<file path="src/rtl/ahb_apb_bridge_ctrl_pkg.sv">
// Shared types and constants for the AHB-Lite to APB bridge: FSM states,
// AHB encodings and the fixed peripheral slot map.
package ahb_apb_bridge_pkg;

   typedef enum logic [2:0] {
      ST_IDLE,
      ST_WAIT,
      ST_SETUP,
      ST_ACCESS,
      ST_ENDOK,
      ST_ERR1,
      ST_ERR2
   } state_t;

   localparam logic [1:0] HTRANS_IDLE   = 2'b00;
   localparam logic [1:0] HTRANS_BUSY   = 2'b01;
   localparam logic [1:0] HTRANS_NONSEQ = 2'b10;
   localparam logic [1:0] HTRANS_SEQ    = 2'b11;

   localparam logic [2:0] HSIZE_BYTE = 3'd0;
   localparam logic [2:0] HSIZE_HALF = 3'd1;
   localparam logic [2:0] HSIZE_WORD = 3'd2;

   localparam int NUM_APB_SLAVES = 6;

   localparam logic [2:0] SLOT_UART0  = 3'd0;
   localparam logic [2:0] SLOT_TIMER  = 3'd1;
   localparam logic [2:0] SLOT_WDOG   = 3'd2;
   localparam logic [2:0] SLOT_DUALTM = 3'd3;
   localparam logic [2:0] SLOT_UART1  = 3'd4;
   localparam logic [2:0] SLOT_SPI    = 3'd5;

   function automatic logic [NUM_APB_SLAVES-1:0] slot_onehot(input logic [2:0] slot);
      return {{(NUM_APB_SLAVES-1){1'b0}}, 1'b1} << slot;
   endfunction

endpackage

</file>
<file path="src/rtl/ahb_apb_bridge_ctrl_if.sv">
// Bundles the AHB-Lite slave side and APB master side of the bridge.
// Valid/ready: an AHB transfer is taken when HSEL & HTRANS[1] & HREADY; an APB transfer ends in ACCESS when PREADY=1.
interface ahb_apb_bridge_ctrl_if #(parameter int ADDRWIDTH = 16);
   import ahb_apb_bridge_pkg::*;

   logic                 HSEL;
   logic [ADDRWIDTH-1:0] HADDR;
   logic [1:0]           HTRANS;
   logic [2:0]           HSIZE;
   logic                 HWRITE;
   logic                 HREADY;
   logic [31:0]          HWDATA;
   logic                 HREADYOUT;
   logic [31:0]          HRDATA;
   logic                 HRESP;
   logic [ADDRWIDTH-1:0] PADDR;
   logic [5:0]           PSEL;
   logic                 PENABLE;
   logic                 PWRITE;
   logic [31:0]          PWDATA;
   logic [3:0]           PSTRB;
   logic                 PREADY;
   logic [31:0]          PRDATA;
   logic                 PSLVERR;
   state_t               dbg_state;

   modport slave (
      input  HSEL, HADDR, HTRANS, HSIZE, HWRITE, HREADY, HWDATA,
      input  PREADY, PRDATA, PSLVERR,
      output HREADYOUT, HRDATA, HRESP,
      output PADDR, PSEL, PENABLE, PWRITE, PWDATA, PSTRB, dbg_state
   );

   modport master (
      output HSEL, HADDR, HTRANS, HSIZE, HWRITE, HREADY, HWDATA,
      output PREADY, PRDATA, PSLVERR,
      input  HREADYOUT, HRDATA, HRESP,
      input  PADDR, PSEL, PENABLE, PWRITE, PWDATA, PSTRB, dbg_state
   );

endinterface

</file>
<file path="src/rtl/ahb_apb_bridge_ctrl_decoder.sv">
// Address-phase decode: peripheral slot, illegal-access flag and APB byte strobes.
module apb_slot_decoder
   import ahb_apb_bridge_pkg::*;
(
   input  logic [3:0] i_region,
   input  logic [1:0] i_byte_off,
   input  logic [2:0] i_hsize,
   input  logic       i_hwrite,
   output logic [2:0] o_slot,
   output logic       o_illegal,
   output logic [3:0] o_pstrb
);

   assign o_slot    = i_region[2:0];
   assign o_illegal = (i_region >= 4'(NUM_APB_SLAVES)) || (i_hsize > HSIZE_WORD);

   always_comb begin
      o_pstrb = 4'b0000;
      if (i_hwrite) begin
         case (i_hsize)
            HSIZE_BYTE: o_pstrb = 4'b0001 << i_byte_off;
            HSIZE_HALF: o_pstrb = 4'b0011 << {i_byte_off[1], 1'b0};
            default:    o_pstrb = 4'b1111;
         endcase
      end
   end

endmodule

</file>
<file path="src/rtl/ahb_apb_bridge_ctrl.sv">
// AHB-Lite slave to APB master bridge: sequences SETUP/ACCESS, maps PREADY/PSLVERR
// into AHB wait states and OKAY/ERROR responses, with an optional ACCESS timeout.
module ahb_apb_bridge_ctrl
   import ahb_apb_bridge_pkg::*;
#(
   parameter int ADDRWIDTH = 16,
   parameter int TIMEOUT   = 0
)(
   input  logic                 HCLK,
   input  logic                 HRESETn,
   ahb_apb_bridge_ctrl_if.slave bus
);

   localparam int TW = (TIMEOUT > 1) ? $clog2(TIMEOUT) : 1;

   state_t               r_state;
   state_t               w_state_nxt;
   logic                 w_accept;
   logic                 w_can_accept;
   logic                 w_illegal;
   logic                 w_timeout;
   logic [2:0]           w_slot;
   logic [3:0]           w_pstrb;
   logic [2:0]           r_slot;
   logic [TW-1:0]        r_tcnt;
   logic                 r_hreadyout;
   logic                 r_hresp;
   logic [31:0]          r_hrdata;
   logic [ADDRWIDTH-1:0] r_paddr;
   logic [5:0]           r_psel;
   logic                 r_penable;
   logic                 r_pwrite;
   logic [31:0]          r_pwdata;
   logic [3:0]           r_pstrb;

   apb_slot_decoder u_dec (
      .i_region   (bus.HADDR[ADDRWIDTH-1:ADDRWIDTH-4]),
      .i_byte_off (bus.HADDR[1:0]),
      .i_hsize    (bus.HSIZE),
      .i_hwrite   (bus.HWRITE),
      .o_slot     (w_slot),
      .o_illegal  (w_illegal),
      .o_pstrb    (w_pstrb)
   );

   assign w_accept     = bus.HSEL && bus.HREADY &&
                         (bus.HTRANS == HTRANS_NONSEQ || bus.HTRANS == HTRANS_SEQ);
   assign w_can_accept = (r_state == ST_IDLE) || (r_state == ST_ENDOK) || (r_state == ST_ERR2);
   // r_tcnt holds the number of ACCESS cycles already completed before this one
   assign w_timeout    = (TIMEOUT > 0) && !bus.PREADY && (r_tcnt == TW'(TIMEOUT - 1));

   always_comb begin
      w_state_nxt = r_state;
      case (r_state)
         ST_IDLE, ST_ENDOK, ST_ERR2: begin
            if (w_accept) w_state_nxt = w_illegal ? ST_ERR1 : ST_WAIT;
            else          w_state_nxt = ST_IDLE;
         end
         ST_WAIT:  w_state_nxt = ST_SETUP;
         ST_SETUP: w_state_nxt = ST_ACCESS;
         ST_ACCESS: begin
            if (bus.PREADY)     w_state_nxt = bus.PSLVERR ? ST_ERR1 : ST_ENDOK;
            else if (w_timeout) w_state_nxt = ST_ERR1;
         end
         ST_ERR1: w_state_nxt = ST_ERR2;
         default: w_state_nxt = ST_IDLE;
      endcase
   end

   // Outputs are registered from the next state so they align with r_state.
   always_ff @(posedge HCLK or negedge HRESETn) begin
      if (!HRESETn) begin
         r_state     <= ST_IDLE;
         r_hreadyout <= 1'b1;
         r_hresp     <= 1'b0;
         r_hrdata    <= '0;
         r_paddr     <= '0;
         r_psel      <= '0;
         r_penable   <= 1'b0;
         r_pwrite    <= 1'b0;
         r_pwdata    <= '0;
         r_pstrb     <= '0;
         r_slot      <= '0;
         r_tcnt      <= '0;
      end else begin
         r_state     <= w_state_nxt;
         r_hreadyout <= (w_state_nxt == ST_IDLE) || (w_state_nxt == ST_ENDOK) ||
                        (w_state_nxt == ST_ERR2);
         r_hresp     <= (w_state_nxt == ST_ERR1) || (w_state_nxt == ST_ERR2);
         r_psel      <= ((w_state_nxt == ST_SETUP) || (w_state_nxt == ST_ACCESS)) ?
                        slot_onehot(r_slot) : '0;
         r_penable   <= (w_state_nxt == ST_ACCESS);

         if (w_can_accept && w_accept) begin
            r_slot   <= w_slot;
            r_paddr  <= {bus.HADDR[ADDRWIDTH-1:2], 2'b00};
            r_pwrite <= bus.HWRITE;
            r_pstrb  <= w_pstrb;
         end

         if (r_state == ST_WAIT) r_pwdata <= bus.HWDATA;

         if (r_state == ST_ACCESS && bus.PREADY && !r_pwrite) r_hrdata <= bus.PRDATA;

         if (r_state != ST_ACCESS) r_tcnt <= '0;
         else                      r_tcnt <= r_tcnt + 1'b1;
      end
   end

   assign bus.HREADYOUT = r_hreadyout;
   assign bus.HRESP     = r_hresp;
   assign bus.HRDATA    = r_hrdata;
   assign bus.PADDR     = r_paddr;
   assign bus.PSEL      = r_psel;
   assign bus.PENABLE   = r_penable;
   assign bus.PWRITE    = r_pwrite;
   assign bus.PWDATA    = r_pwdata;
   assign bus.PSTRB     = r_pstrb;
   assign bus.dbg_state = r_state;

endmodule

</file>
<file path="src/flat_wrapper.sv">
// flat-port wrapper written by rule: the top's interface ports become plain ports
module ahb_apb_bridge_ctrl_flat import ahb_apb_bridge_pkg::*;
#(
   parameter int ADDRWIDTH = 16,
   parameter int TIMEOUT   = 0
)
  (HCLK, HRESETn, bus_HSEL, bus_HADDR, bus_HTRANS, bus_HSIZE, bus_HWRITE, bus_HREADY, bus_HWDATA, bus_PREADY, bus_PRDATA, bus_PSLVERR, bus_HREADYOUT, bus_HRDATA, bus_HRESP, bus_PADDR, bus_PSEL, bus_PENABLE, bus_PWRITE, bus_PWDATA, bus_PSTRB, bus_dbg_state);
  ahb_apb_bridge_ctrl_if #(.ADDRWIDTH(ADDRWIDTH)) bus_i ();
  input  logic HCLK;
  input  logic HRESETn;
  input wire logic [$bits(bus_i.HSEL)-1:0] bus_HSEL;
  input wire logic [$bits(bus_i.HADDR)-1:0] bus_HADDR;
  input wire logic [$bits(bus_i.HTRANS)-1:0] bus_HTRANS;
  input wire logic [$bits(bus_i.HSIZE)-1:0] bus_HSIZE;
  input wire logic [$bits(bus_i.HWRITE)-1:0] bus_HWRITE;
  input wire logic [$bits(bus_i.HREADY)-1:0] bus_HREADY;
  input wire logic [$bits(bus_i.HWDATA)-1:0] bus_HWDATA;
  input wire logic [$bits(bus_i.PREADY)-1:0] bus_PREADY;
  input wire logic [$bits(bus_i.PRDATA)-1:0] bus_PRDATA;
  input wire logic [$bits(bus_i.PSLVERR)-1:0] bus_PSLVERR;
  output wire logic [$bits(bus_i.HREADYOUT)-1:0] bus_HREADYOUT;
  output wire logic [$bits(bus_i.HRDATA)-1:0] bus_HRDATA;
  output wire logic [$bits(bus_i.HRESP)-1:0] bus_HRESP;
  output wire logic [$bits(bus_i.PADDR)-1:0] bus_PADDR;
  output wire logic [$bits(bus_i.PSEL)-1:0] bus_PSEL;
  output wire logic [$bits(bus_i.PENABLE)-1:0] bus_PENABLE;
  output wire logic [$bits(bus_i.PWRITE)-1:0] bus_PWRITE;
  output wire logic [$bits(bus_i.PWDATA)-1:0] bus_PWDATA;
  output wire logic [$bits(bus_i.PSTRB)-1:0] bus_PSTRB;
  output wire logic [$bits(bus_i.dbg_state)-1:0] bus_dbg_state;
  assign bus_i.HSEL = bus_HSEL;
  assign bus_i.HADDR = bus_HADDR;
  assign bus_i.HTRANS = bus_HTRANS;
  assign bus_i.HSIZE = bus_HSIZE;
  assign bus_i.HWRITE = bus_HWRITE;
  assign bus_i.HREADY = bus_HREADY;
  assign bus_i.HWDATA = bus_HWDATA;
  assign bus_i.PREADY = bus_PREADY;
  assign bus_i.PRDATA = bus_PRDATA;
  assign bus_i.PSLVERR = bus_PSLVERR;
  assign bus_HREADYOUT = bus_i.HREADYOUT;
  assign bus_HRDATA = bus_i.HRDATA;
  assign bus_HRESP = bus_i.HRESP;
  assign bus_PADDR = bus_i.PADDR;
  assign bus_PSEL = bus_i.PSEL;
  assign bus_PENABLE = bus_i.PENABLE;
  assign bus_PWRITE = bus_i.PWRITE;
  assign bus_PWDATA = bus_i.PWDATA;
  assign bus_PSTRB = bus_i.PSTRB;
  assign bus_dbg_state = bus_i.dbg_state;
  ahb_apb_bridge_ctrl #(.ADDRWIDTH(ADDRWIDTH), .TIMEOUT(TIMEOUT)) u_core (.HCLK(HCLK), .HRESETn(HRESETn), .bus(bus_i));
endmodule
</file>
<file path="config.mk">
export PLATFORM = sky130hd
export DESIGN_NAME = ahb_apb_bridge_ctrl_flat
export DESIGN_NICKNAME = d
export VERILOG_FILES = /design/src/rtl/ahb_apb_bridge_ctrl_pkg.sv /design/src/rtl/ahb_apb_bridge_ctrl_if.sv /design/src/rtl/ahb_apb_bridge_ctrl_decoder.sv /design/src/rtl/ahb_apb_bridge_ctrl.sv /design/src/flat_wrapper.sv
export SDC_FILE = /design/constraint.sdc
export NUM_CORES = 1
export LEC_CHECK = 0
export ABC_AREA = 1
export CORE_ASPECT_RATIO = 0.8
export CORE_UTILIZATION = 34
export CTS_CLUSTER_SIZE = 14
export DETAILED_ROUTE_END_ITERATION = 6
export GPL_ROUTABILITY_DRIVEN = 0
export GPL_TIMING_DRIVEN = 0
export PLACE_DENSITY = 0.76
export SLEW_MARGIN = 10
export SYNTH_ARGS = -nofsm -noshare
export SYNTH_HDL_FRONTEND = slang
export SYNTH_SLANG_ARGS = --single-unit
</file>
<file path="constraint.sdc">
create_clock -name HCLK -period 1.2 [get_ports HCLK]
set_input_delay 0.12 -clock HCLK [delete_from_list [all_inputs] [get_ports HCLK]]
set_output_delay 0.12 -clock HCLK [all_outputs]
set_load 0.005 [all_outputs]
</file>
==> flow_summary.ini <==
[finish]
seq_area_um2 = 2381
area_growth_pct = 85.30
stdcell_count = 806
nNetsFinal = 753
drive_gt1_share_pct = 31.08
multiInputGateArea_um2 = 1555
diodes = 0
nFillCells = 875

[setup_path]
crit_path_end_kind = register
crit_fanout = 5
worst_r2r_path_depth = 6
r2r_slack_ns = -0.15
cp.required_ns = 1.46
crit_path_start_kind = register
crit_arrival_ns = 1.60
path_class = register to register

[timing]
skew_ns = 0.007719
worst-slew-pin-transition_ns = 0.6563
layout_setup_ws_ns = -0.1452
finalCritPeriodShare_pct = 112.1
setup_viol = 86
layout_min_cycle_time_ns = 1.345
grt_setup_unrepaired = true
hold_viol_final = 0
max_freq_ghz = 0.7434
relSlewSlack_pct = 56.25
hold_ws_ns = 0.3245
slew_violations = 0

[power_and_ir_drop]
power_frac_comb_pct = 47.2
power_switching_mw = 5.797
p_leak_nw = 3.604
clockPowerShare_pct = 17.9
p_int_mw = 10.45
switching_share_pct = 35.68
seq_power_share_pct = 34.8
cellPowerDensity_nw_per_um2 = 2346
ir_drop_mv = 0.9823

[logic_synthesis]
muxShareOfSynthArea_pct = 0
synthAdderAreaFrac_pct = 0
yosys_warnings = 0
synthSimpleGateAreaFrac_pct = 23.74
syn_avg_cell_area_um2 = 8.877
synth_top_family_by_area = simple AND/OR/NAND/NOR gates
ys_seq_elements = 95
ys_types = 20
synth_xor_area_share_pct = 0
synth_compound_area_share_pct = 5.357
netlist_area_um2 = 3737
netlist_instances = 421
ys_seq_area_share_pct = 63.64

[hold_path]
hold_depth = 3
hp-class = input port to register

[run]
cap_viol_max_count = 0

[global_routing]
grt_pass1_vias = 3625
grt_overflow = 0
grt_start_max_net_pins = 49
grt_usage_pct = 19.58
grt_pass1_wl_mm = 17.49
antenna_found_initial = 0

[clock_network]
clk_pin_slew_worst_paths_ns = 0.07
numCtsBuffers = 9
tritoncts = done
htreeDepth = 3
clk_path_buf_depth = 2
cts_num_sinks = 95
insertion_delay_ns = 0.33
root_buffer = clkbuf_16

[die]
row_count = 33
die_h_um = 95.78
die_area_um2 = 11420
fp.coreArea_um2 = 10490
io_pins = 189
start_util_pct = 35.64
die_x_um = 119.2

[detailed_routing]
wl_per_cell_um = 14.79
drt-pass1-iter-count = 4
routed_wl_mm = 11.92
drt-initial-drc-count = 115
ant_nets = 0
vias = 3687
via_per_inst = 4.574
drc = 0

[status]
violations = negative setup slack
status = complete, but fails checks

[placement]
dp_hpwl_mm = 7.495
port_buffers = 185
dpl.cell_count = 748
==> synth_stat cells <==
cell / number / area share [%]
dfstp_2: 1 / 0.70
o21ai_1: 32 / 4.3
inv_2: 1 / 0.10
nand4_2: 1 / 0.33
nand2_2: 1 / 0.17
a21oi_1: 1 / 0.13
conb_1: 1 / 0.10
buf_2: 8 / 1.1
buf_4: 6 / 1.2
nor2_1: 8 / 0.80
nand3_1: 5 / 0.67
nor3_1: 4 / 0.54
inv_1: 45 / 4.5
nand3b_2: 1 / 0.30
o21ai_0: 7 / 0.94
nor2_2: 2 / 0.33
dfrtp_1: 94 / 63
clkbuf_2: 2 / 0.27
nand2_1: 199 / 20
nor2_4: 2 / 0.60
==> cell type report <==
type / count / area share (%)
sequential: 95 / 34.38
inverter: 46 / 2.602
buffer: 16 / 2.511
tap: 140 / 2.529
multi-input combinational: 267 / 22.46
clock buffer: 12 / 3.704
timing repair buffer: 226 / 31.04
clock inverter: 4 / 0.7769
==> state kept, by name, indices dropped and copies added, names as in the netlist <==
signal and cells:
u_core.bus.PSEL 6, u_core.bus.HRDATA 32, u_core.bus.HREADYOUT 1, u_core.bus.dbg_state 3, u_core.r_slot 2, u_core.bus.HRESP 1
u_core.bus.PADDR 12, u_core.bus.PENABLE 1, u_core.bus.PWRITE 1, u_core.bus.PSTRB 4, u_core.bus.PWDATA 32
==> cells in the final DEF (no fill, tap or decap), drive strengths merged <==
cell           instances
nand2                200
dfrtp                 94
dlygate4sd2           90
clkdlybuf4s50         89
buf                   54
inv                   47
o21ai                 39
clkbuf                19
nor2                  12
nand3                  5
nor3                   4
nand4                  3
conb                   2
clkinvlp               2
nand3b                 1
a21oi                  1
bufinv                 1
dlygate4sd3            1
clkdlybuf4s15          1
dfstp                  1
==> kinds of logic (layout without fill, tap and decap cells) <==
| kind of cell | count (synthesis) | in the layout |
|---|---|---|
| flip-flops | 95 | 95 |
| AO/OA/AOI/OAI | 40 | 40 |
| AND/OR/NAND/NOR | 223 | 225 |
| other | 1 | 2 |
| buffers and inverters | 62 | 304 |
==> per-stage QoR <==
step | setup slack, ns | power, mW | TNS (ns) | util, % | instance area (um2)
global route | -0.2241 | 17.34 | -13.56 | 66.03 | 6925
floorplan | 0.009048 | 7.792 | 0 | - | 3755
finish | -0.1452 | 16.25 | -7.233 | 66.03 | 6925
global placement | -3.369 | 11.54 | -330.81 | 55.13 | 5782
detailed placement | -0.3148 | 11.78 | -14.81 | 55.37 | 5807
CTS | -0.1751 | 14.85 | -8.534 | 61.54 | 6454
==> worst paths after layout <==
path / start / to
worst max-delay path: u_core.bus.dbg_state[1] / u_core.bus.HRDATA[27]
max in group asynchronous: HRESETn / u_core.bus.PADDR[11]
min in group asynchronous: HRESETn / u_core.bus.PWDATA[29]
worst min register to register: u_core.bus.PWDATA[5] / u_core.bus.PWDATA[5]
worst min-delay path: bus_HADDR[3] / u_core.bus.PADDR[3]
worst max register to register: u_core.bus.dbg_state[1] / u_core.bus.HRDATA[27]
==> metal layers <==
| metal | global-route usage, % | wire length, um |
|---|---|---|
| met5 | 0 | 0 |
| met3 | 5.865 | 794 |
| met1 | 23.56 | 4813 |
| met4 | 4.747 | 114 |
| met2 | 34.69 | 6201 |
==> timing repair <==
item                       CTS  global route
pin swaps                    5            30
resized for setup          161           140
buffers inserted            20             9
hold endpoints to repair    46             0
setup endpoints to repair  179            94
gates cloned                 8             4
hold buffers                 1             0
==> critical path, cell delays in order (launching register included) <==
cell      delay (ns)
dfrtp_1         0.38
inv_2           0.08
nor2_4          0.16
buf_12          0.14
nand4_4         0.15
clkbuf_8        0.22
o21ai_2         0.13
==> power groups by stage <==
stage	clock network, mW	registers, mW	logic (mW)
detailed placement	0	5.57	6.21
CTS	3.00	5.45	6.40
finish	2.91	5.66	7.68
global route	3.15	5.82	8.37
floorplan	0	5.64	2.16
global placement	0	5.50	6.04
(Power assumes the default switching activity.)
